**src/rtl/spi_sat_multi.sv**
```systemverilog
// spi_sat_multi: full-duplex SPI master with per-transfer byte length,
// runtime chip-select selection, all four CPOL/CPHA modes and busy status.
// Sequence per transfer: IDLE -> SETUP -> XFER -> HOLD -> IDLE.
// Optional feature macro: SPI_SAT_MULTI_LSB_FIRST_EN enables LSB-first
// transfers through the lsb_first port. Without it the port is ignored.
module spi_sat_multi #(
   parameter  int MAX_LEN  = 4,
   parameter  int CS_NUM   = 4,
   parameter  int SCLK_DIV = 2,
   localparam int W        = MAX_LEN * 8,
   localparam int LEN_W    = $clog2(MAX_LEN + 1),
   localparam int CS_W     = (CS_NUM > 1) ? $clog2(CS_NUM) : 1
) (
   input  logic              clk,
   input  logic              rst_n,
   input  logic [W-1:0]      cmd,
   input  logic [LEN_W-1:0]  len,
   input  logic [CS_W-1:0]   cs_sel,
   input  logic              cpol,
   input  logic              cpha,
   input  logic              lsb_first,
   input  logic              trmt,
   input  logic              clr_rdy,
   output logic              busy,
   output logic              rx_rdy,
   output logic [W-1:0]      resp,
   output logic              SPI_SCLK,
   output logic              SPI_MOSI,
   input  logic              SPI_MISO,
   output logic [CS_NUM-1:0] SPI_CS
);

   localparam int NB_W   = $clog2(W + 1);
   localparam int EDGE_W = NB_W + 1;
   localparam int CNT_W  = (SCLK_DIV > 1) ? $clog2(SCLK_DIV) : 1;

   typedef enum logic [1:0] {IDLE, SETUP, XFER, HOLD} state_t;

   state_t              state_q;
   logic [CNT_W-1:0]    cnt_q;
   logic [EDGE_W-1:0]   edge_q;
   logic [NB_W-1:0]     nbits_q;
   logic [W-1:0]        tx_q;
   logic [W-1:0]        rx_q;
   logic                cpol_q;
   logic                cpha_q;
   logic                lsb_q;
   logic                sclk_q;
   logic                mosi_q;
   logic [CS_NUM-1:0]   cs_q;
   logic                busy_q;
   logic                rdy_q;
   logic [W-1:0]        resp_q;

   logic                lsb_en;
   logic [NB_W-1:0]     nbits_d;
   logic [W-1:0]        tx_d;
   logic [CS_NUM-1:0]   cs_d;
   logic [W-1:0]        rx_d;
   logic [W-1:0]        resp_d;
   logic [EDGE_W-1:0]   edge_d;
   logic                cnt_end;
   logic                last_half;
   logic                do_sample;
   logic                do_shift;

`ifdef SPI_SAT_MULTI_LSB_FIRST_EN
   assign lsb_en = lsb_first;
`else
   logic unused_lsb_first;
   assign unused_lsb_first = lsb_first;
   assign lsb_en = 1'b0;
`endif

   // Start-of-transfer values, per-edge decisions and received-word alignment.
   always_comb begin
      // NOTE: every output gets a default first so no path leaves it unassigned (no latch).
      nbits_d = (len == '0) ? NB_W'(W) : NB_W'({len, 3'b000});
      // The first bit to send always sits at tx MSB; later bits shift up behind it.
      tx_d = cmd << (NB_W'(W) - nbits_d);
      if (lsb_en) begin
         for (int i = 0; i < W; i++) tx_d[W-1-i] = cmd[i];
      end
      cs_d = '1;
      if (int'(cs_sel) < CS_NUM) cs_d[cs_sel] = 1'b0;

      edge_d    = edge_q + EDGE_W'(1);
      cnt_end   = (cnt_q == CNT_W'(SCLK_DIV - 1));
      last_half = (edge_q == {nbits_q, 1'b0});
      // Odd edges are leading edges. CPHA=0 samples there; CPHA=1 samples on trailing ones.
      do_sample = cpha_q ? ~edge_d[0] : edge_d[0];
      do_shift  = cpha_q ? (edge_d[0] && edge_d != EDGE_W'(1))
                         : (!edge_d[0] && edge_d != {nbits_q, 1'b0});

      rx_d   = lsb_q ? {SPI_MISO, rx_q[W-1:1]} : {rx_q[W-2:0], SPI_MISO};
      // LSB-first bits collect at the top and are moved down so resp is right-aligned.
      resp_d = lsb_q ? (rx_q >> (NB_W'(W) - nbits_q)) : rx_q;
   end

   // Transfer FSM with all SPI pins and status held in registers.
   always_ff @(posedge clk or negedge rst_n) begin
      if (!rst_n) begin
         state_q <= IDLE;
         cnt_q   <= '0;
         edge_q  <= '0;
         nbits_q <= '0;
         tx_q    <= '0;
         rx_q    <= '0;
         cpol_q  <= 1'b0;
         cpha_q  <= 1'b0;
         lsb_q   <= 1'b0;
         sclk_q  <= 1'b0;
         mosi_q  <= 1'b0;
         cs_q    <= '1;
         busy_q  <= 1'b0;
         rdy_q   <= 1'b0;
         resp_q  <= '0;
      end else begin
         // NOTE: non-blocking assignments so every register sees the pre-edge values.
         case (state_q)
            IDLE: begin
               sclk_q <= cpol;
               if (trmt) begin
                  state_q <= SETUP;
                  cnt_q   <= '0;
                  edge_q  <= '0;
                  nbits_q <= nbits_d;
                  tx_q    <= tx_d;
                  mosi_q  <= tx_d[W-1];
                  rx_q    <= '0;
                  cpol_q  <= cpol;
                  cpha_q  <= cpha;
                  lsb_q   <= lsb_en;
                  cs_q    <= cs_d;
                  busy_q  <= 1'b1;
                  rdy_q   <= 1'b0;
                  resp_q  <= '0;
               end else if (clr_rdy) begin
                  rdy_q <= 1'b0;
               end
            end
            SETUP, XFER: begin
               if (!cnt_end) begin
                  cnt_q <= cnt_q + CNT_W'(1);
               end else begin
                  cnt_q <= '0;
                  if (last_half) begin
                     state_q <= HOLD;
                  end else begin
                     state_q <= XFER;
                     sclk_q  <= ~sclk_q;
                     edge_q  <= edge_d;
                     if (do_sample) rx_q <= rx_d;
                     if (do_shift) begin
                        tx_q   <= tx_q << 1;
                        mosi_q <= tx_q[W-2];
                     end
                  end
               end
            end
            HOLD: begin
               if (!cnt_end) begin
                  cnt_q <= cnt_q + CNT_W'(1);
               end else begin
                  cnt_q   <= '0;
                  state_q <= IDLE;
                  sclk_q  <= cpol_q;
                  cs_q    <= '1;
                  busy_q  <= 1'b0;
                  rdy_q   <= 1'b1;
                  resp_q  <= resp_d;
               end
            end
            default: state_q <= IDLE;
         endcase
      end
   end

   assign busy     = busy_q;
   assign rx_rdy   = rdy_q;
   assign resp     = resp_q;
   assign SPI_SCLK = sclk_q;
   assign SPI_MOSI = mosi_q;
   assign SPI_CS   = cs_q;

endmodule

```
**config.mk**
```make
export PLATFORM = sky130hd
export DESIGN_NAME = spi_sat_multi
export DESIGN_NICKNAME = d
export VERILOG_FILES = /design/src/rtl/spi_sat_multi.sv
export SDC_FILE = /design/constraint.sdc
export NUM_CORES = 1
export LEC_CHECK = 0
export CAP_MARGIN = 25
export CORE_MARGIN = 10
export CORE_UTILIZATION = 60
export DETAILED_ROUTE_END_ITERATION = 8
export DONT_BUFFER_PORTS = 1
export HOLD_SLACK_MARGIN = 0.1
export PLACE_DENSITY = 0.82
export SYNTH_ARGS = -nofsm -noshare
export SYNTH_HDL_FRONTEND = slang
export SYNTH_SLANG_ARGS = --single-unit
export TNS_END_PERCENT = 10
```
**constraint.sdc**
```tcl
create_clock -name clk -period 2.7 [get_ports clk]
set_clock_uncertainty 0.05 [all_clocks]
set_input_delay 0.405 -clock clk [delete_from_list [all_inputs] [get_ports clk]]
set_output_delay 0.405 -clock clk [all_outputs]
set_load 0.01 [all_outputs]
```
==> impl_metrics.env, run 1 <==
export IMPL_yosysSeqAreaShare_pct=52.7
export IMPL_worst_slew_pin_slew_ns=0.534
export IMPL_number_of_buffers_between_clock_root_and_the_deepest_sink=2
export IMPL_max_clock_freq_mhz=393
export IMPL_finalSetupViolCount=0
export IMPL_power_per_cell_area_mw_per_mm2=1230
export IMPL_regToRegEndpoint="tx_q[14]$_DFFE_PN0P_"
export IMPL_slew_headroom_pct=64.4
export IMPL_worstPathArrival_ns=2.88
export IMPL_postSynthAreaPerCell_um2=10.4
export IMPL_port_buffer_count=0
export IMPL_critical_path_buf_inv_count=1
export IMPL_finalSetupTns_ns=0
export IMPL_netSwitchingFraction_pct=38.7
export IMPL_grt_overflow_total=0
export IMPL_power_frac_seq_pct=30.1
export IMPL_status="complete, but fails checks"
export IMPL_slew_viol_final=0
export IMPL_synth_top_cells_by_area="sky130_fd_sc_hd__dfrtp_1 51%, sky130_fd_sc_hd__mux2_4 7.8%, sky130_fd_sc_hd__nand2_1 7.5%"
export IMPL_synth_enable_flop_cells=0
export IMPL_muxShareOfSynthArea_pct=8.92
export IMPL_grt_first_pass_wirelength_um=21900
export IMPL_required_ns=3.04
export IMPL_p_clk_share_pct=28.0
export IMPL_internal_power_mw=4.92
export IMPL_final_hold_viol_count=118
export IMPL_critical_path_max_stage_delay_ns=0.46
export IMPL_crit_path_end_kind="register"
export IMPL_cts_post_setup_buffers_inserted=0
export IMPL_drt_iter0_markers=288
export IMPL_synth_top_area_share_pct=50.9
export IMPL_holdWs_ns=-0.463
export IMPL_syn_instance_count=538
export IMPL_synth_async_sr_flop_share_pct=100
export IMPL_pre_cts_slack_ns=0.114
export IMPL_net_switching_power_mw=3.11
export IMPL_die_area_mm2=0.0136
export IMPL_route_detailed_drc=0
export IMPL_ys_warn_count=0
export IMPL_ys_types=47
export IMPL_first_global_vias=4375
export IMPL_cts_hold_fix_buffers=19
export IMPL_layout_setup_ws_ns=0.158
export IMPL_timing_critical_path_max_delay_family="compound AO/OA/AOI/OAI gates"
export IMPL_cts_sinks=118
export IMPL_ant_nets=0
export IMPL_power_combinational_fraction_pct=41.9
export IMPL_synth_adder_area_share_pct=1.34
export IMPL_cts_max_level=4
export IMPL_finalInstanceArea_mm2=0.00654
export IMPL_synth_nets=589
export IMPL_critPathSlowestCell="sky130_fd_sc_hd__o41ai_2"
export IMPL_cts_buffers=17
export IMPL_holdCritPathClass="primary input to async pin"
export IMPL_timing_setup_critical_path_class="register to register"
export IMPL_synth_seq_cells=118
export IMPL_register_area_mm2=0.00296
export IMPL_most_used_flip_flop_cell_after_synthesis="sky130_fd_sc_hd__dfrtp_1"
export IMPL_antenna_found_initial=0
export IMPL_floorplan_core_area_mm2=0.00915
export IMPL_tritoncts="yes"
export IMPL_clk_root_buffer_cell="sky130_fd_sc_hd__clkbuf_8"
export IMPL_die_width_um=117
export IMPL_netlist_area_mm2=0.00561
export IMPL_grt_setup_unrepaired="no"
export IMPL_synth_compound_gate_area_share_pct=19.4
export IMPL_floorplan_die_height_um=117
export IMPL_num_io_pins=85
export IMPL_failed_checks="negative hold slack"
export IMPL_power_ir_vdd_worst_mv=0.752
export IMPL_layout_nets=605
export IMPL_timing_final_crit_share_pct=94.2
export IMPL_fillCellCount=616
export IMPL_ff2ff_setup_slack_ns=0.16
export IMPL_worst_r2r_startpoint="edge_q[0]$_DFFE_PN0P_"
export IMPL_clkLatencyLatePin_ns=0.51
export IMPL_initial_core_util_pct=61.3
export IMPL_dp_hpwl_um=8370
export IMPL_synthToLayoutAreaGrowth_pct=16.7
export IMPL_synth_xor_xnor_area_share_pct=1.09
export IMPL_cp_max_fo=32
export IMPL_wl_per_cell_um=19.5
export IMPL_drt_vias_per_instance=6.22
export IMPL_finalWirelength_um=13200
export IMPL_drive_gt1_share_pct=16.2
export IMPL_power_leakage_nw=2.98
export IMPL_dr_total_vias=4218
export IMPL_finalCriticalPeriod_ns=2.54
export IMPL_yosys_area_top_type="sky130_fd_sc_hd__dfrtp_1"
export IMPL_yosys_top_cells_count="114 x sky130_fd_sc_hd__dfrtp_1, 112 x sky130_fd_sc_hd__nand2_1, 50 x sky130_fd_sc_hd__o21ai_0"
export IMPL_antenna_diode_count=0
export IMPL_grt_start_max_net_pins=119
export IMPL_r2r_worst_path_cells=7
export IMPL_globalRouteTotalUtil_pct=20.2
export IMPL_yosys_area_share_simple_pct=12.8
export IMPL_drt_pass1_iterations=5
export IMPL_startpoint_type="register"
export IMPL_crit_path_cell_trace="ha_1 > nand3_1 > o22a_1 > o41ai_2 > a31oi_4 > buf_12 > mux2_4"
export IMPL_place_congestion=0.864
export IMPL_multi_input_comb_area_mm2=0.00246
export IMPL_synth_top_family_by_area="compound AO/OA/AOI/OAI gates"
export IMPL_max_cap_violations=0
export IMPL_placementRows=35
export IMPL_dpl_cell_area_mm2=0.00576
export IMPL_cts_reportedPaths_clkPinSlew_ns=0.06
export IMPL_synth_most_common_cell="sky130_fd_sc_hd__dfrtp_1"
[power groups by stage]
stage / Sequential, mW / Combinational (mW) / Clock (mW)
floorplan: 2.35 / 2.63 / 0
global placement: 2.42 / 3.15 / 0
detailed placement: 2.43 / 3.28 / 0
CTS: 2.41 / 3.33 / 2.28
global route: 2.46 / 3.68 / 2.38
finish: 2.42 / 3.36 / 2.24
[area by class of cell]
cell class                      instances  share of cell area (%)
Clock buffer                           17                    6.33
Clock inverter                         15                    2.73
Inverter                               13                   0.746
Multi-Input combinational cell        371                    37.5
Sequential cell                       118                    45.2
Tap cell                              111                    2.12
Timing Repair Buffer                   33                    5.32
[per-layer routing]
metal  global-route usage, %  wire length [µm]  part of all wire (%)  vias to the layer above
met3                    8.22              1410                    11                       25
met2                    31.9              6310                    48                      183
met5                       0                 0                     0                        -
met1                    24.3              5270                    40                     2059
met4                    7.33               206                   1.6                        0
li1                        -                 -                     -                     1951
[cells in the final DEF (no fill, tap or decap), types with 13 or more instances in the layout]
cell type | netlist | routed
sky130_fd_sc_hd__a21oi_1 | 19 | 19
sky130_fd_sc_hd__a221o_1 | 15 | 15
sky130_fd_sc_hd__a22o_1 | 39 | 39
sky130_fd_sc_hd__a22oi_1 | 14 | 14
sky130_fd_sc_hd__clkbuf_16 | 0 | 16
sky130_fd_sc_hd__dfrtp_1 | 114 | 113
sky130_fd_sc_hd__dlygate4sd3_1 | 0 | 19
sky130_fd_sc_hd__inv_1 | 13 | 13
sky130_fd_sc_hd__mux2_4 | 29 | 29
sky130_fd_sc_hd__nand2_1 | 112 | 112
sky130_fd_sc_hd__nor2_1 | 27 | 27
sky130_fd_sc_hd__o21ai_0 | 50 | 50
[worst max path at each step]
stage	from	end	depth (start not counted)
after floorplan	edge_q[0]$_DFFE_PN0P_	SPI_MOSI$_DFFE_PN0P_	8
after global placement	len[0]	SPI_MOSI$_DFFE_PN0P_	8
after detailed placement	edge_q[0]$_DFFE_PN0P_	tx_q[1]$_DFFE_PN0P_	7
after CTS	edge_q[0]$_DFFE_PN0P_	tx_q[14]$_DFFE_PN0P_	7
after global routing	state_q[1]$_DFFE_PN0P_	tx_q[25]$_DFFE_PN0P_	10
final	edge_q[0]$_DFFE_PN0P_	tx_q[14]$_DFFE_PN0P_	7
[state kept, by name, indices dropped and copies added, names as in the netlist]
signal	flops
cnt_end	1
resp	32
state_q	2
cpol_q	1
rx_q	32
SPI_MOSI	1
SPI_SCLK	1
cpha_q	1
busy	1
edge_q	7
rx_rdy	1
nbits_q	3
tx_q	31
SPI_CS	4
[worst reg2reg max path, delay by kind of cell, from the launching register on]
family | cells | cell delay [ns]
compound gates | 3 | 0.88
fa+ha+maj | 1 | 0.25
buf+inv | 1 | 0.22
flops | 1 | 0.44
mux | 1 | 0.34
simple gates | 1 | 0.24
[metrics by stage]
step           instances  util, %  total power [mW]  hold WS [ns]
6_report             678     71.5              8.02        -0.463
5_1_grt              678     71.5              8.51        -0.495
4_1_cts              678     71.4              8.03        -0.486
3_5_place_dp         627     62.9              5.71        0.0642
3_3_place_gp         625     62.5              5.57        0.0648
2_1_floorplan        538        -              4.99        0.0594
[logic make-up (layout without fill, tap and decap cells)]
group | Yosys count | count (layout)
adder cells (fa/ha/maj) | 6 | 6
multiplexers | 35 | 35
AND/OR/NAND/NOR | 169 | 169
AO/OA/AOI/OAI | 154 | 154
flip-flops | 118 | 118
XOR/XNOR | 7 | 7
buffers and inverters | 49 | 78
[what timing repair did]
| item | CTS | global route |
|---|---|---|
| gates resized for setup | 0 | 2 |
| hold endpoints to repair | 141 | 118 |
| setup endpoints to repair | 0 | 31 |
Note: power is estimated with default switching activity, not from simulation.
==> run 2: changes to the inputs <==
CORE_UTILIZATION = 58   (was 60)
PLACE_DENSITY = 0.8   (was 0.82)
==> run 2 against run 1 <==
Effect of this change:
- the run still ends with negative hold slack left
- combinational power fell by 2%
- non-clock buffer count fell by 3
- first-iteration DRC count rose by 54%
- sequential power barely moved
- fmax fell by 0.84%
- critical path type unchanged
- largest cell class unchanged
- highest routed layer unchanged
==> impl_metrics.env, run 2 (synthesis gave the netlist of run 1 again) <==
export IMPL_power_combinational_fraction_pct=40.7
export IMPL_count_of_non_filler_cells_in_the_finished_layout=693
export IMPL_pre_cts_slack_ns=0.147
export IMPL_crit_path_end_kind="register"
export IMPL_worstPathArrival_ns=2.91
export IMPL_slew_viol_final=0
export IMPL_finalSetupViolCount=0
export IMPL_power_per_cell_area_mw_per_mm2=1230
export IMPL_critical_path_buf_inv_count=3
export IMPL_tritoncts="yes"
export IMPL_dp_hpwl_um=8110
export IMPL_die_area_mm2=0.0140
export IMPL_place_congestion=0.827
export IMPL_slew_headroom_pct=64.4
export IMPL_grt_overflow_total=0
export IMPL_finalSetupTns_ns=0
export IMPL_drt_iter0_markers=444
export IMPL_dpl_cell_area_mm2=0.00574
export IMPL_cts_reportedPaths_clkPinSlew_ns=0.06
export IMPL_power_ir_vdd_worst_mv=1.16
export IMPL_fillCellCount=671
export IMPL_synthToLayoutAreaGrowth_pct=17.1
export IMPL_drt_pass1_iterations=5
export IMPL_crit_path_cell_trace="inv_1 > ha_2 > and4bb_2 > nand4_1 > o2111ai_1 > buf_4 > a21o_1 > buf_12 > nand2_1 > o21ai_0"
export IMPL_placementRows=35
export IMPL_first_global_vias=4192
export IMPL_globalRouteTotalUtil_pct=18.2
export IMPL_cts_buffers=17
export IMPL_holdWs_ns=-0.468
export IMPL_grt_setup_unrepaired="yes"
export IMPL_power_leakage_nw=2.98
export IMPL_antenna_diode_count=0
export IMPL_floorplan_die_height_um=118
export IMPL_cts_sinks=118
export IMPL_mostFrequentLayoutCell="sky130_fd_sc_hd__dfrtp_1"
export IMPL_grt_first_pass_wirelength_um=21100
export IMPL_wl_per_cell_um=18.4
export IMPL_grt_start_max_net_pins=119
export IMPL_p_clk_share_pct=29.4
export IMPL_timing_final_crit_share_pct=95.0
export IMPL_layout_nets=602
export IMPL_dr_total_vias=4144
export IMPL_worst_slew_pin_slew_ns=0.526
export IMPL_drive_gt1_share_pct=16.1
export IMPL_cts_hold_fix_buffers=17
export IMPL_number_of_buffers_between_clock_root_and_the_deepest_sink=2
export IMPL_ant_nets=0
export IMPL_layout_cells_most_common_list="113 x sky130_fd_sc_hd__dfrtp_1, 112 x sky130_fd_sc_hd__nand2_1, 50 x sky130_fd_sc_hd__o21ai_0"
export IMPL_finalInstanceArea_mm2=0.00657
export IMPL_required_ns=3.05
export IMPL_finalCriticalPeriod_ns=2.56
export IMPL_max_cap_violations=0
export IMPL_failed_checks="negative hold slack"
export IMPL_net_switching_power_mw=3.03
export IMPL_num_io_pins=85
export IMPL_port_buffer_count=0
export IMPL_clkLatencyLatePin_ns=0.51
export IMPL_final_hold_viol_count=118
export IMPL_status="complete, but fails checks"
export IMPL_multi_input_comb_area_mm2=0.00246
export IMPL_cp_max_fo=64
export IMPL_cts_max_level=4
export IMPL_place_inst=643
export IMPL_antenna_found_initial=0
export IMPL_cts_post_setup_buffers_inserted=0
export IMPL_floorplan_core_area_mm2=0.00933
export IMPL_startpoint_type="register"
export IMPL_finalWirelength_um=12700
export IMPL_critical_path_max_stage_delay_ns=0.42
export IMPL_netSwitchingFraction_pct=37.4
export IMPL_timing_setup_critical_path_class="register to register"
export IMPL_route_detailed_drc=0
export IMPL_internal_power_mw=5.07
export IMPL_critPathSlowestCell="sky130_fd_sc_hd__ha_2"
export IMPL_power_frac_seq_pct=29.9
export IMPL_drt_vias_per_instance=5.98
export IMPL_holdCritPathClass="primary input to async pin"
export IMPL_clk_root_buffer_cell="sky130_fd_sc_hd__clkbuf_8"
export IMPL_initial_core_util_pct=60.1
export IMPL_max_clock_freq_mhz=390
export IMPL_layout_setup_ws_ns=0.136
export IMPL_register_area_mm2=0.00296
export IMPL_timing_critical_path_max_delay_family="buffers and inverters"
export IMPL_die_width_um=118
[run 2: changes by cell type in the layout (fill, tap and decap cells not counted), sizes merged, moves of 2 or more]
cell	delta
inv	-6
dlygate4sd3	-2
bufinv	+2
clkinv	+5
[run 2: per-layer routing]
| layer | GRT usage, % | vias to the layer above | part of all wire (%) |
|---|---|---|---|
| li1 | - | 1943 | - |
| met1 | 21.6 | 2026 | 42 |
| met2 | 29.1 | 154 | 48 |
| met3 | 6.76 | 21 | 8.4 |
| met4 | 7.42 | 0 | 2.0 |
| met5 | 0 | - | 0 |
[run 2: cell type report]
class	instances	area share, %
well taps	129	2.46
inverters	13	0.743
clock inverters	15	3.28
flip-flops and latches	118	45.0
multi-input cells	371	37.4
repair buffers	30	4.80
clock buffers	17	6.30
[run 2: per-stage QoR]
stage / total power [mW] / utilization (%) / hold WS (ns)
floorplan: 4.99 / - / 0.0594
global placement: 5.54 / 61.4 / 0.0644
detailed placement: 5.67 / 61.6 / 0.0629
CTS: 8.09 / 70.1 / -0.481
global route: 8.57 / 70.4 / -0.489
finish: 8.09 / 70.4 / -0.468
[run 2: worst paths after layout]
check	from	to	slack, ns	cells past startpoint
max	state_q[0]$_DFFE_PN0P_	rx_q[22]$_DFFE_PN0P_	0.14	10
min	rst_n	resp[26]$_DFFE_PN0P_	-0.47	0
max reg2reg	state_q[0]$_DFFE_PN0P_	rx_q[22]$_DFFE_PN0P_	0.14	10
min reg2reg	rx_q[31]$_DFFE_PN0P_	rx_q[31]$_DFFE_PN0P_	0.44	2
max in group asynchronous	rst_n	SPI_CS[3]$_DFFE_PN1P_	2.84	0
min in group clk	cmd[13]	tx_q[29]$_DFFE_PN0P_	0.12	3
[run 2: what timing repair did]
action | 4_1_cts | 5_1_grt
hold endpoints to repair | 140 | 118
setup endpoints to repair | 0 | 32
resized for setup | 0 | 1
[run 2: worst register-to-register path: cells and delay by family (launching register included)]
family / cells / cell delay (ns)
compound gates: 3 / 0.51
fa+ha+maj: 1 / 0.42
buf+inv: 3 / 0.55
flops: 1 / 0.38
simple gates: 3 / 0.55
[run 2: power by group through the flow]
stage | registers, mW | logic [mW] | clock network, mW
6_report | 2.42 | 3.30 | 2.38
5_1_grt | 2.46 | 3.61 | 2.51
4_1_cts | 2.41 | 3.27 | 2.41
3_5_place_dp | 2.43 | 3.24 | 0
3_3_place_gp | 2.42 | 3.12 | 0
2_1_floorplan | 2.35 | 2.63 | 0
